==> src/rtl/vram_arbiter.sv <==
// Video/CPU arbiter for a shared single-port VRAM behind an external address mux.
// Define VRAM_ARB_STARVE_EN to stop back-to-back video slots from starving the CPU.
module vram_arbiter #(
  parameter int AW = 11
) (
  input  logic          clk,
  input  logic          reset,
  input  logic          pix_cen,
  input  logic [AW-1:0] vid_addr,
  output logic [7:0]    vid_q,
  output logic          vid_valid,
  output logic          vid_miss,
  input  logic          cpu_req,
  input  logic          cpu_we,
  input  logic [AW-1:0] cpu_addr,
  input  logic [7:0]    cpu_din,
  output logic [7:0]    cpu_dout,
  output logic          cpu_ack,
  output logic [AW-1:0] ram_addr,
  output logic [7:0]    ram_d,
  output logic          ram_we,
  input  logic [7:0]    ram_q,
  output logic          mux_sel,
  output logic          mux_oe_n
);

  typedef enum logic [1:0] {S_IDLE, S_VID, S_CPU} state_t;

  state_t state, state_nx;
  logic   cpu_elig;
  logic   vid_win;

  // A request in flight or just acknowledged must not launch a second access.
  assign cpu_elig = cpu_req && !cpu_ack && (state != S_CPU);

`ifdef VRAM_ARB_STARVE_EN
  logic [1:0] starve_cnt;

  function automatic logic [1:0] sat_inc(input logic [1:0] v);
    return (v == 2'd3) ? v : v + 2'd1;
  endfunction

  assign vid_win = pix_cen && !(cpu_elig && (starve_cnt == 2'd3));

  always_ff @(posedge clk or posedge reset) begin
    if (reset) begin
      starve_cnt <= 2'd0;
      vid_miss   <= 1'b0;
    end else begin
      vid_miss <= pix_cen && !vid_win;
      if (cpu_ack)
        starve_cnt <= 2'd0;
      else if (pix_cen && cpu_elig && vid_win)
        starve_cnt <= sat_inc(starve_cnt);
    end
  end
`else
  assign vid_win  = pix_cen;
  assign vid_miss = 1'b0;
`endif

  always_comb begin
    state_nx = S_IDLE;
    if (vid_win)
      state_nx = S_VID;
    else if (cpu_elig)
      state_nx = S_CPU;
  end

  always_ff @(posedge clk or posedge reset) begin
    if (reset)
      state <= S_IDLE;
    else
      state <= state_nx;
  end

  // Memory-side controls are registered from the next state so they line up with it.
  always_ff @(posedge clk or posedge reset) begin
    if (reset) begin
      mux_sel   <= 1'b0;
      mux_oe_n  <= 1'b1;
      ram_we    <= 1'b0;
      ram_addr  <= '0;
      ram_d     <= 8'd0;
      vid_q     <= 8'd0;
      vid_valid <= 1'b0;
      cpu_dout  <= 8'd0;
      cpu_ack   <= 1'b0;
    end else begin
      mux_oe_n <= (state_nx == S_IDLE);
      ram_we   <= 1'b0;
      case (state_nx)
        S_VID: begin
          mux_sel  <= 1'b0;
          ram_addr <= vid_addr;
        end
        S_CPU: begin
          mux_sel  <= 1'b1;
          ram_addr <= cpu_addr;
          ram_d    <= cpu_din;
          ram_we   <= cpu_we;
        end
        default: ;
      endcase

      vid_valid <= (state == S_VID);
      if (state == S_VID)
        vid_q <= ram_q;

      // ram_we still carries the latched direction during the CPU cycle.
      cpu_ack <= (state == S_CPU);
      if ((state == S_CPU) && !ram_we)
        cpu_dout <= ram_q;
    end
  end

endmodule

==> config.mk <==
export PLATFORM = sky130hd
export DESIGN_NAME = vram_arbiter
export DESIGN_NICKNAME = d
export VERILOG_FILES = /design/src/rtl/vram_arbiter.sv
export SDC_FILE = /design/constraint.sdc
export NUM_CORES = 1
export LEC_CHECK = 0
export BUFFER_PORTS_ARGS = -buffer_cell sky130_fd_sc_hd__buf_2
export CORE_MARGIN = 2
export CORE_UTILIZATION = 35
export DETAILED_ROUTE_END_ITERATION = 6
export PLACE_DENSITY = 0.66
export SYNTH_ARGS = -nofsm -noshare
export SYNTH_HDL_FRONTEND = slang
export SYNTH_SLANG_ARGS = --single-unit
==> constraint.sdc <==
create_clock -name clk -period 3 [get_ports clk]
set_input_delay 0.15 -clock clk [delete_from_list [all_inputs] [get_ports clk]]
set_output_delay 0.15 -clock clk [all_outputs]
set_load 0.005 [all_outputs]
==> results of run 1 <==
==> registers in the layout (all words and copies together) (netlist names) <==
register	flops
ram_addr	11
cpu_dout	8
ram_d	8
vid_q	8
state	2
cpu_ack	1
mux_oe_n	1
mux_sel	1
ram_we	1
vid_valid	1
==> layout by cell type, fill, tap and decap left out, types with 2 or more instances in the layout <==
master,netlist,layout
dfrtp_1,41,41
inv_1,13,12
nand4b_1,11,11
nor2_1,2,2
o311ai_1,4,4
buf_2,2,82
mux2_2,24,24
clkbuf_8,0,6
o311ai_0,7,7
nand2_1,11,11
==> kinds of logic after synthesis <==
| family | share of synthesized area (%) |
|---|---|
| flip-flops | 60.2 |
| AND/OR/NAND/NOR | 11.9 |
| multiplexers | 15.5 |
| buffers and inverters | 6.37 |
| AO/OA/AOI/OAI | 5.80 |
| other | 0.215 |
==> layout make-up <==
type,count,area [sq um],share of cell area (%)
multi-input cells,68,583,25.4
clock buffers,6,82.6,3.60
flip-flops and latches,42,1050,45.9
repair buffers,84,428,18.6
inverters,14,52.6,2.29
clock inverters,2,12.5,0.545
well taps,67,83.8,3.65
==> worst max-delay path, stage by stage, from the launching register on <==
cell	delay (ns)
dfrtp_1	0.39
nor2b_2	0.41
nor3b_2	0.67
mux2_2	0.41
==> per-stage QoR <==
stage	worst slack, ns	util [%]	power [uW]	hold slack [ns]	cells
3_3_place_gp	1.03	46.1	946	0.300	274
6_report	1.01	48.3	1300	0.0633	283
4_1_cts	0.989	48.3	1330	0.0488	283
3_5_place_dp	0.992	46.1	952	0.303	274
2_1_floorplan	1.67	-	825	0.181	134
5_1_grt	0.845	48.3	1390	0.0590	283
==> power by group through the flow <==
stage | Combinational [uW] | Sequential, uW | Clock (uW)
after floorplan | 119 | 706 | 0
after global placement | 249 | 697 | 0
after detailed placement | 253 | 699 | 0
after CTS | 254 | 689 | 388
after global routing | 280 | 698 | 412
final | 248 | 688 | 369
==> layer usage <==
metal / wire length, um / up-vias / share of wire, %
met5: 0 / - / 0
met2: 1860 / 38 / 51
met4: 49 / 0 / 1.3
met1: 1560 / 637 / 43
met3: 171 / 4 / 4.7
li1: - / 628 / -
==> final timing paths <==
check	start	to	slack, ns	depth (start not counted)
worst max-delay path	cpu_ack	ram_d[6]	1.01	3
worst min-delay path	cpu_we	ram_we	0.06	2
worst max register to register	cpu_ack	ram_d[6]	1.01	3
worst min register to register	mux_sel	mux_sel	0.49	2
max in group asynchronous	reset	mux_oe_n	2.12	4
min in group asynchronous	reset	vid_q[2]	0.52	4
==> repair_timing <==
item                                   4_1_cts  5_1_grt
hold buffers                                 1        0
gates resized for setup                      0        0
endpoints found under the hold margin       41        0
==> flow_summary_export.csv, run 1 <==
group,metric,value,unit
status,status,"finished clean",
clock_network,clk_latency,0.29,ns
clock_network,cts_tree,"done",
power_and_ir_drop,p_sw_share,25.3,%
power_and_ir_drop,pwr-share-clk,28.3,%
sta,slew_headroom,53.8,%
finish,drive_gt1_share,56.5,%
clock_network,cts_buffer_depth,2,
floorplanning,fp.dieH,74.6,um
power_and_ir_drop,total_leakage_power,0.00114,uW
detailed_routing,drc,0,
finish,final_area,2290,sq um
yosys,async_flop_share,100,%
power_and_ir_drop,netSwitchingPower,329,uW
clock_network,cts_sinks,42,
power_and_ir_drop,power_density,568,nW/um^2
power_and_ir_drop,internal_power,975,uW
detailed_routing,postRouteAntennaNets,0,
floorplanning,initial_core_util,36.7,%
placed_design,place_congestion,0.817,
placed_design,port_buffers,82,
yosys,yosys_warnings,0,
yosys,synth_seq_area_share,60.2,%
clock_network,cts_setup_buffers,0,
sta,final-max-slew-violation-count,0,
sta,fin_tns_setup,0,ns
sta,report.final.setup_viol,0,
global_routing,grt_pass1_wl,5670,um
floorplanning,die_area,5570,sq um
setup_path,cp_max_fo,14,
yosys,synth_top_area_share,58.7,%
sta,skew,0.00495,ns
floorplanning,io_pins,84,
global_routing,overflow,0,
clock_network,cts_inserted_buffers,5,
finish,n_antenna_cell,0,
clock_network,clk_pin_slew,0.08,ns
yosys,synth-main-ff-cell,"dfrtp_1",
yosys,synth_common_cells,"dfrtp_1, mux2_2, inv_1",
detailed_routing,firstDrtPassIters,6,
yosys,syn_avg_cell_area,13.0,sq um
setup_path,critical_path_required,3.18,ns
power_and_ir_drop,ir_drop,0.271,mV
setup_path,startpoint_type,"flip-flop",
global_routing,antenna_found_initial,0,
worst_hold_path,min-delay-path-class,"primary input to flip-flop",
global_routing,first_global_vias,1240,
detailed_routing,routed-via-count,1307,
global_routing,track_usage,13.8,%
run,drv_cap,0,
yosys,syn_area,1750,sq um
power_and_ir_drop,p_seq_share,52.7,%
finish,num-fill-cells,468,
setup_path,end_kind,"flip-flop",
clock_network,cts.htree.levels,2,
detailed_routing,wl_per_cell,12.9,um
power_and_ir_drop,pwr-share-comb,19.0,%
placed_design,hpwl,2660,um
floorplanning,num_rows,25,
sta,max_freq,0.501,GHz
detailed_routing,wl,3640,um
sta,tightest_slew,0.690,ns
sta,period_needed,1.99,ns
yosys,syn_nets,177,
yosys,synth_cells,134,
yosys,synth.ff_latch_count,42,
yosys,yosysMostFrequentCell,"dfrtp_1",
yosys,yosysTopAreaCell,"dfrtp_1",
detailed_routing,drt-vias-per-instance,4.62,
finish,fin_nets,258,
global_routing,met2_usage,21.9,%
setup_path,critPathArrivalTime,2.17,ns
yosys,synth.area.top_cells,"dfrtp_1, mux2_2, nand4b_1",
sta,hold_viol,0,
sta,period_share,66.5,%
yosys,synth.distinct_cells,24,
yosys,synth_edf_count,0,
sta,rsz0062_at_grt,"false",
global_routing,grt_max_degree,43,
detailed_routing,dr.first_iter.drc_count,74,
floorplanning,core_area,4750,sq um
global_routing,grt_use_met3,4.02,%
finish,area_growth,31.4,%
floorplanning,die_w,74.6,um
global_routing,use_met1,17.4,%
global_routing,busiest_layer,"met2",
setup_path,critical_path_class,"flip-flop to flip-flop",
clock_network,root_buffer,"clkbuf_8",
placed_design,dpl_cell_area,2190,sq um
No activity file was read; power rests on OpenSTA's default activity.
==> run 2: changes to the inputs <==
Settings changed: ABC_AREA from default to 1, PLACE_DENSITY 0.66 to 0.67.
Clock period 3 ns to 1.89 ns, I/O delays scaled along.
==> flow_summary_export.csv, run 2 <==
group,metric,value,unit
status,status,"finished clean",
setup_path,reg2reg_to,"cpu_dout[2]",
global_routing,grt_pass1_wl,6270,um
yosys,yosys_warnings,0,
yosys,syn_nets,224,
yosys,synth_cells,181,
yosys,yosysMostFrequentCell,"nand2_1",
clock_network,cts_buffer_depth,2,
sta,timing.final.ws_setup,0.339,ns
yosys,synth_edf_count,0,
setup_path,critical_path_class,"flip-flop to flip-flop",
yosys,synth.ff_latch_count,42,
sta,slew_headroom,53.0,%
placed_design,hpwl,2710,um
global_routing,first_global_vias,1383,
sta,hold_viol,0,
finish,post-route-util,49.9,%
placed_design,port_buffers,82,
detailed_routing,dr.first_iter.drc_count,89,
floorplanning,fp.dieH,74.2,um
sta,period_share,82.1,%
power_and_ir_drop,total_leakage_power,0.00131,uW
sta,report.final.setup_viol,0,
global_routing,overflow,0,
finish,top_register,"ram_addr",
placed_design,dpl_cell_area,2180,sq um
yosys,synth_seq_area_share,61.0,%
yosys,syn_area,1730,sq um
sta,period_needed,1.55,ns
setup_path,crit_slowest_cell,"or2_1",
power_and_ir_drop,power_density,857,nW/um^2
floorplanning,core_area,4720,sq um
clock_network,clk_latency,0.29,ns
setup_path,cpPeakStageDelay,0.61,ns
worst_hold_path,hold_end,"ram_addr[5]",
floorplanning,initial_core_util,36.5,%
sta,fin_tns_setup,0,ns
finish,n_antenna_cell,0,
setup_path,cp_top_family,"simple AND/OR/NAND/NOR gates",
setup_path,reg2reg_from,"state[1]",
yosys,synth.area.top_cells,"dfrtp_1, nand2_1, nand3_1",
clock_network,cts_tree,"done",
yosys,synth-main-ff-cell,"dfrtp_1",
yosys,syn_avg_cell_area,9.53,sq um
setup_path,startpoint_type,"flip-flop",
clock_network,cts_sinks,42,
power_and_ir_drop,power,2020,uW
yosys,yosysTopAreaCell,"dfrtp_1",
clock_network,root_buffer,"clkbuf_8",
floorplanning,io_pins,84,
finish,drive_gt1_share,39.1,%
global_routing,antenna_found_initial,0,
power_and_ir_drop,ir_drop,0.321,mV
worst_hold_path,min-delay-path-class,"primary input to flip-flop",
run,drv_cap,0,
detailed_routing,routed-via-count,1495,
setup_path,critPathArrivalTime,1.76,ns
setup_path,critPathLaunch,"state[1]",
setup_path,cp_max_fo,16,
finish,final_cell_mix,"buf_2, nand2_1, dfrtp_1",
clock_network,cts.htree.levels,2,
detailed_routing,postRouteAntennaNets,0,
finish,final_common_cell,"buf_2",
finish,largest_reg_flops,11,
setup_path,ff2ff_path_depth,4,
floorplanning,num_rows,25,
setup_path,end_kind,"flip-flop",
setup_path,crit_chain,"nand2_2 > or2_1 > nand2_1 > o21ai_2",
placed_design,place_congestion,0.772,
worst_hold_path,min_path_cells,3,
clock_network,cts_inserted_buffers,5,
sta,tightest_slew,0.705,ns
sta,max_freq,0.645,GHz
setup_path,crit_buf_inv,0,
sta,final-max-slew-violation-count,0,
detailed_routing,wl,3990,um
worst_hold_path,min_from,"vid_addr[5]",
detailed_routing,drc,0,
setup_path,critical_path_required,2.10,ns
finish,fin_nets,316,
yosys,async_flop_share,100,%
placed_design,place_ws,0.333,ns
finish,area_growth,36.7,%
clock_network,clk_pin_slew,0.08,ns
setup_path,rrSetupSlack,0.34,ns
global_routing,track_usage,15.1,%
yosys,synth_top_area_share,59.5,%
detailed_routing,drt-vias-per-instance,4.38,
global_routing,grt_max_degree,43,
finish,final_area,2360,sq um
yosys,synth.distinct_cells,20,
floorplanning,die_area,5510,sq um
floorplanning,die_w,74.2,um
detailed_routing,firstDrtPassIters,4,
sta,rsz0062_at_grt,"false",
sta,skew,0.00753,ns
yosys,synth_common_cells,"nand2_1, dfrtp_1, nand3_1",
detailed_routing,wl_per_cell,11.7,um
==> run 2: changes by cell type in the layout (fill, tap and decap cells not counted), moves of 3 or more <==
cell           before  now
nand4_1             0   11
dlygate4sd3_1       1   10
o311ai_0            7    0
nand3_1             0   22
nand4b_1           11    0
clkbuf_1            0    3
inv_1              12   16
nand2_2             0    3
mux2_2             24    0
o21ai_0             0    8
o311ai_1            4    0
nand2_1            11   52
o21ai_2             0    8
==> run 2: how the worst max path moves through the flow <==
| stage | to | slack [ns] | depth (start not counted) |
|---|---|---|---|
| floorplan | cpu_dout[0] | 0.71 | 7 |
| global placement | cpu_dout[6] | 0.41 | 4 |
| detailed placement | cpu_dout[4] | 0.33 | 4 |
| CTS | cpu_dout[4] | 0.31 | 4 |
| global route | cpu_dout[3] | 0.15 | 4 |
| finish | cpu_dout[2] | 0.34 | 4 |
==> run 2: cells by family after synthesis <==
| family | after synthesis | synth area share, % |
|---|---|---|
| AND/OR/NAND/NOR | 92 | 24.3 |
| flip-flops | 42 | 61.0 |
| buffers and inverters | 29 | 7.83 |
| AO/OA/AOI/OAI | 17 | 6.67 |
| other | 1 | 0.217 |
==> run 2: what timing repair did <==
item | CTS | global route
endpoints found under the setup margin | 0 | 0
hold endpoints to repair | 50 | 0
buffers inserted | 0 | 0
hold buffers | 10 | 0
gates resized for setup | 0 | 0
==> run 2: metrics by stage <==
stage,hold slack (ns),cells
global placement,0.251,323
finish,0.0170,341
detailed placement,0.257,323
global route,0.0168,341
floorplan,0.126,181
CTS,0.00113,341
==> run 2: cell type report <==
cell class / instances / area, sq um
tap: 67 / 83.8
clock buffer: 8 / 80.1
inverter: 19 / 71.3
sequential: 42 / 1050
timing repair buffer: 95 / 533
multi-input combinational: 110 / 538
fill: 477 / 2360
==> run 2: power by group <==
part           internal (uW)  switching, uW
clock                    262            276
combinational            196            205
sequential              1020           63.2
total                   1480            544
==> run 2: per-layer routing <==
layer | track usage (%) | vias to the layer above | wire [um]
met2 | 24.3 | 47 | 1920
met3 | 4.47 | 7 | 226
li1 | - | 766 | -
met1 | 19.1 | 675 | 1770
met4 | 5.95 | 0 | 71
met5 | 0 | - | 0
==> run 2: worst register-to-register path, cell delays in order (launching register included) <==
cell,delay [ns]
dfrtp_1,0.39
nand2_2,0.24
or2_1,0.61
nand2_1,0.14
o21ai_2,0.09
==> run 3: changes to the inputs <==
Clock period 1.89 ns to 1.56 ns, I/O delays scaled along.
==> flow_summary_export.csv, run 3 (synthesis results as in run 2) <==
group,metric,value,unit
status,status,"finished clean",
global_routing,track_usage,14.9,%
power_and_ir_drop,power,2510,uW
sta,tightest_slew,0.712,ns
global_routing,overflow,0,
finish,fin_nets,321,
detailed_routing,drt-vias-per-instance,4.47,
sta,hold_viol,0,
clock_network,cts_buffer_depth,2,
sta,final-max-slew-violation-count,0,
setup_path,critical_path_required,1.77,ns
floorplanning,initial_core_util,36.5,%
global_routing,antenna_found_initial,0,
sta,period_needed,1.36,ns
sta,report.final.setup_viol,0,
setup_path,reg2reg_to,"cpu_dout[2]",
setup_path,end_kind,"flip-flop",
global_routing,first_global_vias,1360,
finish,final_cell_mix,"buf_2, nand2_1, dfrtp_1",
worst_hold_path,min_from,"vid_addr[1]",
placed_design,hpwl,2870,um
setup_path,ff2ff_path_depth,4,
worst_hold_path,hold_end,"ram_addr[1]",
clock_network,cts.htree.levels,2,
detailed_routing,postRouteAntennaNets,0,
worst_hold_path,min_path_cells,3,
setup_path,cp_max_fo,16,
setup_path,rrSetupSlack,0.20,ns
floorplanning,io_pins,84,
finish,n_antenna_cell,0,
floorplanning,die_w,74.2,um
global_routing,grt_pass1_wl,6140,um
clock_network,cts_tree,"done",
power_and_ir_drop,total_leakage_power,0.00134,uW
placed_design,port_buffers,82,
detailed_routing,wl,4080,um
finish,top_register,"ram_addr",
setup_path,startpoint_type,"flip-flop",
power_and_ir_drop,power_density,1040,nW/um^2
setup_path,reg2reg_from,"state[1]",
clock_network,cts_inserted_buffers,5,
setup_path,critPathArrivalTime,1.56,ns
placed_design,place_congestion,0.726,
detailed_routing,dr.first_iter.drc_count,61,
floorplanning,die_area,5510,sq um
finish,largest_reg_flops,11,
floorplanning,num_rows,25,
sta,skew,0.00815,ns
clock_network,clk_pin_slew,0.08,ns
sta,max_freq,0.737,GHz
detailed_routing,routed-via-count,1545,
clock_network,root_buffer,"clkbuf_8",
worst_hold_path,min-delay-path-class,"primary input to flip-flop",
finish,area_growth,40.0,%
clock_network,cts_resized,0,
finish,final_common_cell,"buf_2",
detailed_routing,firstDrtPassIters,4,
run,drv_cap,0,
sta,rsz0062_at_grt,"false",
detailed_routing,wl_per_cell,11.8,um
global_routing,grt_max_degree,24,
clock_network,cts_sinks,42,
sta,period_share,87.0,%
floorplanning,fp.dieH,74.2,um
floorplanning,core_area,4720,sq um
finish,drive_gt1_share,39.8,%
setup_path,critical_path_class,"flip-flop to flip-flop",
clock_network,clk_latency,0.29,ns
sta,slew_headroom,52.5,%
power_and_ir_drop,ir_drop,0.449,mV
sta,fin_tns_setup,0,ns
detailed_routing,drc,0,
finish,num-fill-cells,459,
==> run 3: routing by layer <==
metal  vias to the layer above  share of wire, %  global-route usage, %  routed length [um]
met2                        54                48                   23.6                1960
met1                       717                45                   18.7                1830
met3                         2               6.1                   5.83                 249
met5                         -                 0                      0                   0
met4                         0              0.93                   4.96                  38
li1                        772                 -                      -                   -
==> run 3: timing repair <==
item / CTS / global route
hold endpoints to repair: 22 / 1
setup endpoints to repair: 0 / 0
buffers inserted: 0 / 0
hold buffers: 12 / 1
==> run 3: power by group <==
group / leakage (uW) / internal (uW) / switching, uW
registers: 0.000515 / 1240 / 76.3
logic: 0.000778 / 245 / 248
clock network: 0.0000482 / 357 / 350
total: 0.00134 / 1840 / 674
==> run 3: final cells by class <==
type                    count  area, sq um  share of cell area [%]
inverters                  19         71.3                    2.95
multi-input cells         110          538                    22.3
repair buffers            100          578                    23.9
flip-flops and latches     42         1050                    43.6
clock buffers               7         86.3                    3.58
clock inverters             1         5.00                   0.207
well taps                  67         83.8                    3.47
==> run 3: critical path, cell delays in order (launching register included) <==
cell and delay (ns):
dfrtp_1 0.39, nand2_2 0.09, or2_1 0.57, nand2_1 0.14, o21ai_2 0.08
==> run 3: how the worst max path moves through the flow <==
stage,end,startpoint
2_1_floorplan,cpu_dout[0],state[0]
3_3_place_gp,cpu_dout[7],state[1]
3_5_place_dp,cpu_dout[6],state[1]
4_1_cts,cpu_dout[6],state[1]
5_1_grt,cpu_dout[3],state[1]
6_report,cpu_dout[2],state[1]
==> run 3: through the flow <==
| step | utilization, % | cells | cell area [sq um] | hold slack [ns] | setup WS [ns] |
|---|---|---|---|---|---|
| floorplan | - | 181 | 1730 | 0.109 | 0.385 |
| global placement | 46.4 | 325 | 2190 | 0.0361 | 0.221 |
| detailed placement | 46.4 | 325 | 2190 | 0.0466 | 0.206 |
| CTS | 50.9 | 345 | 2400 | 0.00326 | 0.180 |
| global route | 51.1 | 346 | 2410 | 0.0000221 | 0.0416 |
| finish | 51.1 | 346 | 2410 | 0.0131 | 0.203 |
